$ cat src/rtl/matvec_engine.sv
`default_nettype none
// ============================================================================
// Module      : matvec_engine
// Description : N x N matrix times N-vector engine (C = A x B). Fetches the
//               N rows of A and the vector B over an Avalon-MM read master,
//               then sweeps one column per cycle across N parallel MAC lanes.
//               Results stay on c_out until the next accepted start.
// Revision    : 1.0 - initial release
// ============================================================================
module matvec_engine #(
  parameter int N          = 8,
  parameter int DATA_WIDTH = 8,
  parameter int ACC_WIDTH  = 2*DATA_WIDTH+$clog2(N),
  parameter int ADDR_WIDTH = 32
) (
  input  logic                      clk,
  input  logic                      rst_n,
  input  logic                      start,
  input  logic                      signed_mode,
  input  logic [ADDR_WIDTH-1:0]     base_addr,
  output logic [ADDR_WIDTH-1:0]     mm_address,
  output logic                      mm_read,
  input  logic [N*DATA_WIDTH-1:0]   mm_readdata,
  input  logic                      mm_readdatavalid,
  input  logic                      mm_waitrequest,
  output logic [N*ACC_WIDTH-1:0]    c_out,
  output logic                      busy,
  output logic                      done,
  output logic [1:0]                current_state
);

  // Counters span 0..N+1 words; column counter spans 0..N-1.
  localparam int CNT_W = $clog2(N+2);
  localparam int COL_W = $clog2(N);
  // Products are formed at a width that holds both the full product and the
  // accumulator, so the low ACC_WIDTH bits are the correctly extended product.
  localparam int EXT_W = (ACC_WIDTH > 2*DATA_WIDTH) ? ACC_WIDTH : 2*DATA_WIDTH;

  localparam logic [CNT_W-1:0] C_WORDS    = CNT_W'(N+1);
  localparam logic [CNT_W-1:0] C_LAST_RSP = CNT_W'(N);
  localparam logic [COL_W-1:0] C_LAST_COL = COL_W'(N-1);

  typedef enum logic [1:0] {
    S_IDLE    = 2'd0,
    S_FETCH   = 2'd1,
    S_COMPUTE = 2'd2
  } state_t;

  state_t                   r_state;
  state_t                   w_state_next;
  logic [CNT_W-1:0]         r_issue_cnt;
  logic [CNT_W-1:0]         r_rsp_cnt;
  logic [COL_W-1:0]         r_col;
  logic [ADDR_WIDTH-1:0]    r_base;
  logic                     r_signed;
  logic                     r_done;
  logic [N*DATA_WIDTH-1:0]  r_rows [0:N];
  logic [ACC_WIDTH-1:0]     r_acc  [N];
  logic [ACC_WIDTH-1:0]     w_prod [N];

  logic                     w_start_ok;
  logic                     w_issue;
  logic                     w_accept;
  logic                     w_capture;
  logic                     w_last_rsp;
  logic                     w_last_col;
  logic [DATA_WIDTH-1:0]    w_b;
  logic [EXT_W-1:0]         w_b_ext;

  assign w_start_ok = (r_state == S_IDLE) && start;
  assign w_issue    = (r_state == S_FETCH) && (r_issue_cnt < C_WORDS);
  assign w_accept   = w_issue && !mm_waitrequest;
  // Responses outside FETCH or beyond the N+1 expected words are dropped.
  assign w_capture  = (r_state == S_FETCH) && mm_readdatavalid && (r_rsp_cnt < C_WORDS);
  assign w_last_rsp = w_capture && (r_rsp_cnt == C_LAST_RSP);
  assign w_last_col = (r_state == S_COMPUTE) && (r_col == C_LAST_COL);

  assign mm_read       = w_issue;
  assign mm_address    = w_issue ? (r_base + ADDR_WIDTH'(r_issue_cnt)) : '0;
  assign busy          = (r_state != S_IDLE);
  assign done          = r_done;
  assign current_state = r_state;

  // State register
  always_ff @(posedge clk or negedge rst_n) begin
    if (!rst_n) r_state <= S_IDLE;
    else        r_state <= w_state_next;
  end

  // Next-state decode
  always_comb begin
    w_state_next = r_state;
    case (r_state)
      S_IDLE:    if (start)      w_state_next = S_FETCH;
      S_FETCH:   if (w_last_rsp) w_state_next = S_COMPUTE;
      S_COMPUTE: if (w_last_col) w_state_next = S_IDLE;
      default:                   w_state_next = S_IDLE;
    endcase
  end

  // Run configuration, request/response counters and column index
  always_ff @(posedge clk or negedge rst_n) begin
    if (!rst_n) begin
      r_issue_cnt <= '0;
      r_rsp_cnt   <= '0;
      r_col       <= '0;
      r_base      <= '0;
      r_signed    <= 1'b0;
    end else if (w_start_ok) begin
      r_issue_cnt <= '0;
      r_rsp_cnt   <= '0;
      r_col       <= '0;
      r_base      <= base_addr;
      r_signed    <= signed_mode;
    end else begin
      if (w_accept)                r_issue_cnt <= r_issue_cnt + CNT_W'(1);
      if (w_capture)               r_rsp_cnt   <= r_rsp_cnt + CNT_W'(1);
      if (w_last_rsp)              r_col       <= '0;
      else if (r_state == S_COMPUTE) r_col     <= r_col + COL_W'(1);
    end
  end

  // Row storage: slots 0..N-1 hold rows of A, slot N holds B
  always_ff @(posedge clk or negedge rst_n) begin
    if (!rst_n) begin
      for (int r = 0; r <= N; r++) r_rows[r] <= '0;
    end else if (w_capture) begin
      r_rows[r_rsp_cnt] <= mm_readdata;
    end
  end

  // Sticky completion flag, cleared when a new run is accepted
  always_ff @(posedge clk or negedge rst_n) begin
    if (!rst_n)          r_done <= 1'b0;
    else if (w_start_ok) r_done <= 1'b0;
    else if (w_last_col) r_done <= 1'b1;
  end

  assign w_b     = r_rows[N][r_col*DATA_WIDTH +: DATA_WIDTH];
  assign w_b_ext = r_signed ? {{(EXT_W-DATA_WIDTH){w_b[DATA_WIDTH-1]}}, w_b}
                            : {{(EXT_W-DATA_WIDTH){1'b0}}, w_b};

  generate
    for (genvar i = 0; i < N; i++) begin : g_lane
      logic [DATA_WIDTH-1:0] w_a;
      logic [EXT_W-1:0]      w_a_ext;
      logic [EXT_W-1:0]      w_full;
      assign w_a       = r_rows[i][r_col*DATA_WIDTH +: DATA_WIDTH];
      assign w_a_ext   = r_signed ? {{(EXT_W-DATA_WIDTH){w_a[DATA_WIDTH-1]}}, w_a}
                                  : {{(EXT_W-DATA_WIDTH){1'b0}}, w_a};
      assign w_full    = w_a_ext * w_b_ext;
      assign w_prod[i] = w_full[ACC_WIDTH-1:0];
      assign c_out[i*ACC_WIDTH +: ACC_WIDTH] = r_acc[i];
    end
  endgenerate

  // Accumulators: cleared on start, one MAC per lane per COMPUTE cycle (wraps)
  always_ff @(posedge clk or negedge rst_n) begin
    if (!rst_n) begin
      for (int i = 0; i < N; i++) r_acc[i] <= '0;
    end else if (w_start_ok) begin
      for (int i = 0; i < N; i++) r_acc[i] <= '0;
    end else if (r_state == S_COMPUTE) begin
      for (int i = 0; i < N; i++) r_acc[i] <= r_acc[i] + w_prod[i];
    end
  end

endmodule
`default_nettype wire

$ cat config.mk
export PLATFORM = sky130hd
export DESIGN_NAME = matvec_engine
export DESIGN_NICKNAME = d
export VERILOG_FILES = /design/src/rtl/matvec_engine.sv
export SDC_FILE = /design/constraint.sdc
export NUM_CORES = 2
export LEC_CHECK = 0
export CORE_UTILIZATION = 54
export CTS_BUF_LIST = sky130_fd_sc_hd__clkbuf_8
export CTS_CLUSTER_DIAMETER = 60
export DETAILED_ROUTE_END_ITERATION = 10
export PLACE_DENSITY = 0.73
export SYNTH_ARGS = -nofsm -noshare
export SYNTH_HDL_FRONTEND = slang
export SYNTH_SLANG_ARGS = --single-unit
$ cat constraint.sdc
create_clock -name clk -period 18.89 [get_ports clk]
set_clock_uncertainty 0.2 [all_clocks]
set_input_delay 2.8335 -clock clk [delete_from_list [all_inputs] [get_ports clk]]
set_output_delay 2.8335 -clock clk [all_outputs]
set_load 0.03 [all_outputs]
==> metrics.txt <==
# TYPE chip_impl_metric gauge
chip_impl_info{name="outcome",value="complete, no violations"} 1
chip_impl_info{name="ys_dominant_reg_cell",value="sky130_fd_sc_hd__dfrtp_1"} 1
chip_impl_info{name="timing.rr.end",value="c_out[151]"} 1
chip_impl_metric{name="portBuffers",unit=""} 290
chip_impl_info{name="worstHoldEndpoint",value="r_rows[20]"} 1
chip_impl_metric{name="critPathArrivalTime",unit="ns"} 10.42
chip_impl_metric{name="fin_cells",unit=""} 9181
chip_impl_metric{name="place.detailed.hpwl",unit="µm"} 140100
chip_impl_metric{name="cts_inserted_buffers",unit=""} 141
chip_impl_metric{name="ant_nets",unit=""} 0
chip_impl_metric{name="synth.distinct_cells",unit=""} 79
chip_impl_metric{name="worst_slew_pin_slew",unit="ns"} 1.210
chip_impl_metric{name="setup_viol_count_final",unit=""} 0
chip_impl_info{name="min-delay-start",value="r_rows[20]"} 1
chip_impl_metric{name="timing.hold.worst_path_depth",unit=""} 2
chip_impl_metric{name="remaining_drc_errors",unit=""} 0
chip_impl_metric{name="timing.slew.headroom",unit="%"} 17.71
chip_impl_metric{name="die-height",unit="µm"} 372.9
chip_impl_info{name="cts_tree",value="done"} 1
chip_impl_metric{name="floorplan.die.width",unit="µm"} 372.9
chip_impl_metric{name="p_clk_share",unit="%"} 10.5
chip_impl_info{name="min_path_type",value="register to register"} 1
chip_impl_metric{name="die-area",unit="µm²"} 139000
chip_impl_metric{name="cpPeakStageDelay",unit="ns"} 0.76
chip_impl_metric{name="num-nets-final",unit=""} 8896
chip_impl_metric{name="num_rows",unit=""} 135
chip_impl_metric{name="static-leakage-power",unit="nW"} 40.71
chip_impl_metric{name="finalWirelength",unit="µm"} 188800
chip_impl_metric{name="clock.fmax",unit="MHz"} 101.1
chip_impl_info{name="cp-end-kind",value="register"} 1
chip_impl_metric{name="dp_cells",unit=""} 8924
chip_impl_metric{name="cts.repair_timing.setup_buffer_count",unit=""} 0
chip_impl_metric{name="drt_iter0_drc",unit=""} 3708
chip_impl_metric{name="synth_fp_nets",unit=""} 8655
chip_impl_metric{name="netlist_instances",unit=""} 7045
chip_impl_metric{name="detailroute.via_count",unit=""} 51280
chip_impl_info{name="worstSetupStartpointType",value="register"} 1
chip_impl_metric{name="share_seq_of_total_power",unit="%"} 18.0
chip_impl_metric{name="timing.reg2reg.worst_path_depth",unit=""} 30
chip_impl_metric{name="synth_enable_flop_cells",unit=""} 0
chip_impl_metric{name="drt_pre_antenna_iters",unit=""} 6
chip_impl_metric{name="htreeDepth",unit=""} 4
chip_impl_metric{name="cts-hold-fix-buffers",unit=""} 0
chip_impl_metric{name="number_of_global_route_vias_before_repair",unit=""} 54200
chip_impl_metric{name="final-max-slew-violation-count",unit=""} 0
chip_impl_metric{name="post_synth.cell_area_avg",unit="µm²"} 10.54
chip_impl_metric{name="gr-usage-all-layers",unit="%"} 28.04
chip_impl_metric{name="required",unit="ns"} 19.41
chip_impl_info{name="critPathSlowestCell",value="sky130_fd_sc_hd__fa_1"} 1
chip_impl_metric{name="postSynth.asyncResetShare",unit="%"} 100.0
chip_impl_metric{name="placeableCoreArea",unit="µm²"} 136000
chip_impl_metric{name="register_to_register_path_setup_slack",unit="ns"} 9.00
chip_impl_metric{name="ys_warnings",unit=""} 0
chip_impl_info{name="cts_root_buf",value="sky130_fd_sc_hd__clkbuf_8"} 1
chip_impl_info{name="critical_path_class",value="register to register"} 1
chip_impl_metric{name="initial_cell_density_of_the_core",unit="%"} 54.62
chip_impl_metric{name="clockBufferDepth",unit=""} 3
chip_impl_info{name="worstReg2RegStart",value="r_col[1]"} 1
chip_impl_metric{name="switchingPower",unit="mW"} 7.522
chip_impl_metric{name="wl_per_cell",unit="µm"} 20.56
chip_impl_metric{name="gp_routability_congestion",unit=""} 0.9314
chip_impl_metric{name="antenna_found_initial",unit=""} 19
chip_impl_metric{name="power.combinational.fraction",unit="%"} 71.5
chip_impl_metric{name="switching_share",unit="%"} 48.71
chip_impl_metric{name="crit_path_max_fanout",unit=""} 47
chip_impl_metric{name="layout.filler_cells",unit=""} 11130
chip_impl_metric{name="drv_cap",unit=""} 0
chip_impl_metric{name="grt_start_max_net_pins",unit=""} 176
chip_impl_metric{name="source_to_sink_clock_delay_at_the_later_pin_of_the_worst_skew_pair",unit="ns"} 0.89
chip_impl_metric{name="cellPowerDensity",unit="nW/µm²"} 188.8
chip_impl_metric{name="post_drt_via_cell_ratio",unit=""} 5.585
chip_impl_metric{name="timing.final.crit_period",unit="ns"} 9.894
chip_impl_metric{name="post_route_cells_drive_above_1_share",unit="%"} 14.80
chip_impl_metric{name="clock_sink_count",unit=""} 775
chip_impl_metric{name="post_synth_instance_area",unit="µm²"} 74270
chip_impl_metric{name="setup_total_negative_slack",unit="ns"} 0
chip_impl_metric{name="post_cts_resize_count",unit=""} 0
chip_impl_metric{name="timing.final.crit_share",unit="%"} 52.38
chip_impl_metric{name="grt-ovfl-total",unit=""} 0
chip_impl_metric{name="synth-seq-cells",unit=""} 775
chip_impl_metric{name="design.portCount",unit=""} 291
chip_impl_metric{name="internal_power_consumption",unit="mW"} 7.919
chip_impl_metric{name="finalHoldViolations",unit=""} 0
chip_impl_metric{name="register_area_share_after_synthesis",unit="%"} 26.11
chip_impl_metric{name="global_route_wire_length_before_repair",unit="µm"} 302500
chip_impl_metric{name="clk_pin_slew_worst_paths",unit="ns"} 0.06
chip_impl_metric{name="area_growth_syn_to_layout",unit="%"} 10.14
chip_impl_metric{name="vdd_drop_max",unit="µV"} 130.0
chip_impl_info{name="rsz0062_at_grt",value="no"} 1
## critical path, delay by kind of cell (launching register included)
kind                     cells  cell delay (ns)
AO/OA/AOI/OAI                6             1.26
flip-flops                   1             0.60
XOR/XNOR                     2             0.27
AND/OR/NAND/NOR              3             1.04
buffers and inverters        9             1.91
adder cells (fa/ha/maj)      8             3.85
multiplexers                 2             0.46
## cells in the mapped netlist (20+ instances only)
| cell | count | area (µm²) |
|---|---|---|
| sky130_fd_sc_hd__a21o_1 | 25 | 187.7 |
| sky130_fd_sc_hd__a21oi_1 | 79 | 395.4 |
| sky130_fd_sc_hd__a32o_1 | 21 | 210.2 |
| sky130_fd_sc_hd__and3_1 | 27 | 168.9 |
| sky130_fd_sc_hd__buf_2 | 101 | 505.5 |
| sky130_fd_sc_hd__clkbuf_1 | 144 | 540.5 |
| sky130_fd_sc_hd__dfrtp_1 | 775 | 19390 |
| sky130_fd_sc_hd__fa_1 | 895 | 17920 |
| sky130_fd_sc_hd__ha_1 | 613 | 7670 |
| sky130_fd_sc_hd__inv_1 | 1380 | 5180 |
| sky130_fd_sc_hd__mux2_2 | 518 | 5833 |
| sky130_fd_sc_hd__mux2i_1 | 52 | 520.5 |
| sky130_fd_sc_hd__mux2i_2 | 22 | 302.8 |
| sky130_fd_sc_hd__mux4_2 | 143 | 3221 |
| sky130_fd_sc_hd__nand2_1 | 496 | 1862 |
| sky130_fd_sc_hd__nand2b_1 | 47 | 294.0 |
| sky130_fd_sc_hd__nand3_1 | 112 | 560.5 |
| sky130_fd_sc_hd__nor2_1 | 626 | 2350 |
| sky130_fd_sc_hd__nor2b_1 | 22 | 137.6 |
| sky130_fd_sc_hd__nor3_1 | 35 | 175.2 |
| sky130_fd_sc_hd__o21ai_0 | 162 | 810.8 |
| sky130_fd_sc_hd__o21ai_1 | 20 | 100.1 |
| sky130_fd_sc_hd__or2_2 | 65 | 406.6 |
| sky130_fd_sc_hd__or3_1 | 63 | 394.1 |
| sky130_fd_sc_hd__xnor2_1 | 275 | 2409 |
| sky130_fd_sc_hd__xor2_1 | 83 | 727.0 |
## routing by layer
metal  vias up  wire [µm]  track usage (%)
met5         -         50                0
met4         8       6061            9.528
met3       317      14130            5.433
met2      1698      89300            45.32
met1     26470      79260            37.94
li1      22780          -                -
## power by group through the flow
stage | Combinational (mW) | Sequential [mW] | Clock (mW)
floorplan | 8.24 | 2.73 | 0
global placement | 10.6 | 2.74 | 0
detailed placement | 11.0 | 2.79 | 0
CTS | 11.1 | 2.77 | 1.66
global route | 12.6 | 2.86 | 1.72
finish | 11.0 | 2.78 | 1.62
## layout make-up
class / count / area [µm²] / share of cell area (%)
Clock buffer: 167 / 2298 / 2.810
Tap cell: 1781 / 2228 / 2.724
Sequential cell: 775 / 19400 / 23.72
Timing Repair Buffer: 374 / 3576 / 4.371
Multi-Input combinational cell: 4613 / 48570 / 59.37
Antenna cell: 13 / 32.53 / 0.03977
Clock inverter: 77 / 516.7 / 0.6317
Inverter: 1381 / 5184 / 6.337
## placed cells by master, fill, tap and decap left out, drive strengths merged, types with 9 or more instances in the layout
cell type      netlist  layout
inv               1381    1437
fa                 895     895
dfrtp              775     775
nor2               627     627
ha                 613     613
mux2               523     523
nand2              505     505
clkdlybuf4s50        0     289
xnor2              279     279
o21ai              182     182
clkbuf             144     167
mux4               144     144
nand3              112     112
buf                132      85
xor2                83      83
a21oi               79      79
or2                 78      78
mux2i               75      75
or3                 63      63
nand2b              51      51
nor3                36      36
and3                27      27
a21o                25      25
nor2b               22      22
a32o                21      21
o21a                19      19
a22oi               16      16
a211oi              15      15
o22ai               14      14
o31ai               14      14
diode                0      13
a31oi               11      11
o21bai              10      10
clkinv               0      10
a2111oi              9       9
a21boi               9       9
## logic make-up after synthesis
kind of cell	share of synthesized area, %
buffers and inverters	8.735
DFF	26.11
muxes	13.47
xor gates and xnor gates	4.309
AOI/OAI and AO/OA	3.844
and+or+nand+nor	9.070
adders and majority gates	34.47
## metrics by stage
| stage | cell area [µm²] | utilization (%) | setup WS, ns | hold slack (ns) | total power [mW] |
|---|---|---|---|---|---|
| 2_1_floorplan | 74270 | - | 11.09 | 0.2373 | 10.97 |
| 3_3_place_gp | 78960 | 58.07 | 9.137 | 0.2534 | 13.36 |
| 3_5_place_dp | 78960 | 58.07 | 9.094 | 0.2579 | 13.74 |
| 4_1_cts | 81770 | 60.14 | 9.077 | 0.2720 | 15.48 |
| 5_1_grt | 81790 | 60.15 | 8.710 | 0.2873 | 17.14 |
| 6_report | 81810 | 60.16 | 8.996 | 0.2707 | 15.44 |
## state kept, by name (all words and copies together), names as in the netlist
name,flops
r_col,3
current_state,2
done,1
r_rows,576
r_base,32
c_out,152
r_issue_cnt,4
r_signed,1
r_rsp_cnt,4
## worst max-delay path by stage
stage | cells after the start | slack (ns) | end | startpoint
CTS | 30 | 9.08 | c_out[151] | r_col[1]
global placement | 30 | 9.14 | c_out[151] | r_col[1]
global route | 28 | 8.71 | c_out[151] | r_col[0]
finish | 30 | 9.00 | c_out[151] | r_col[1]
detailed placement | 30 | 9.09 | c_out[151] | r_col[1]
floorplan | 29 | 11.09 | c_out[110] | r_col[0]
No activity file was read; power rests on OpenSTA's default activity.
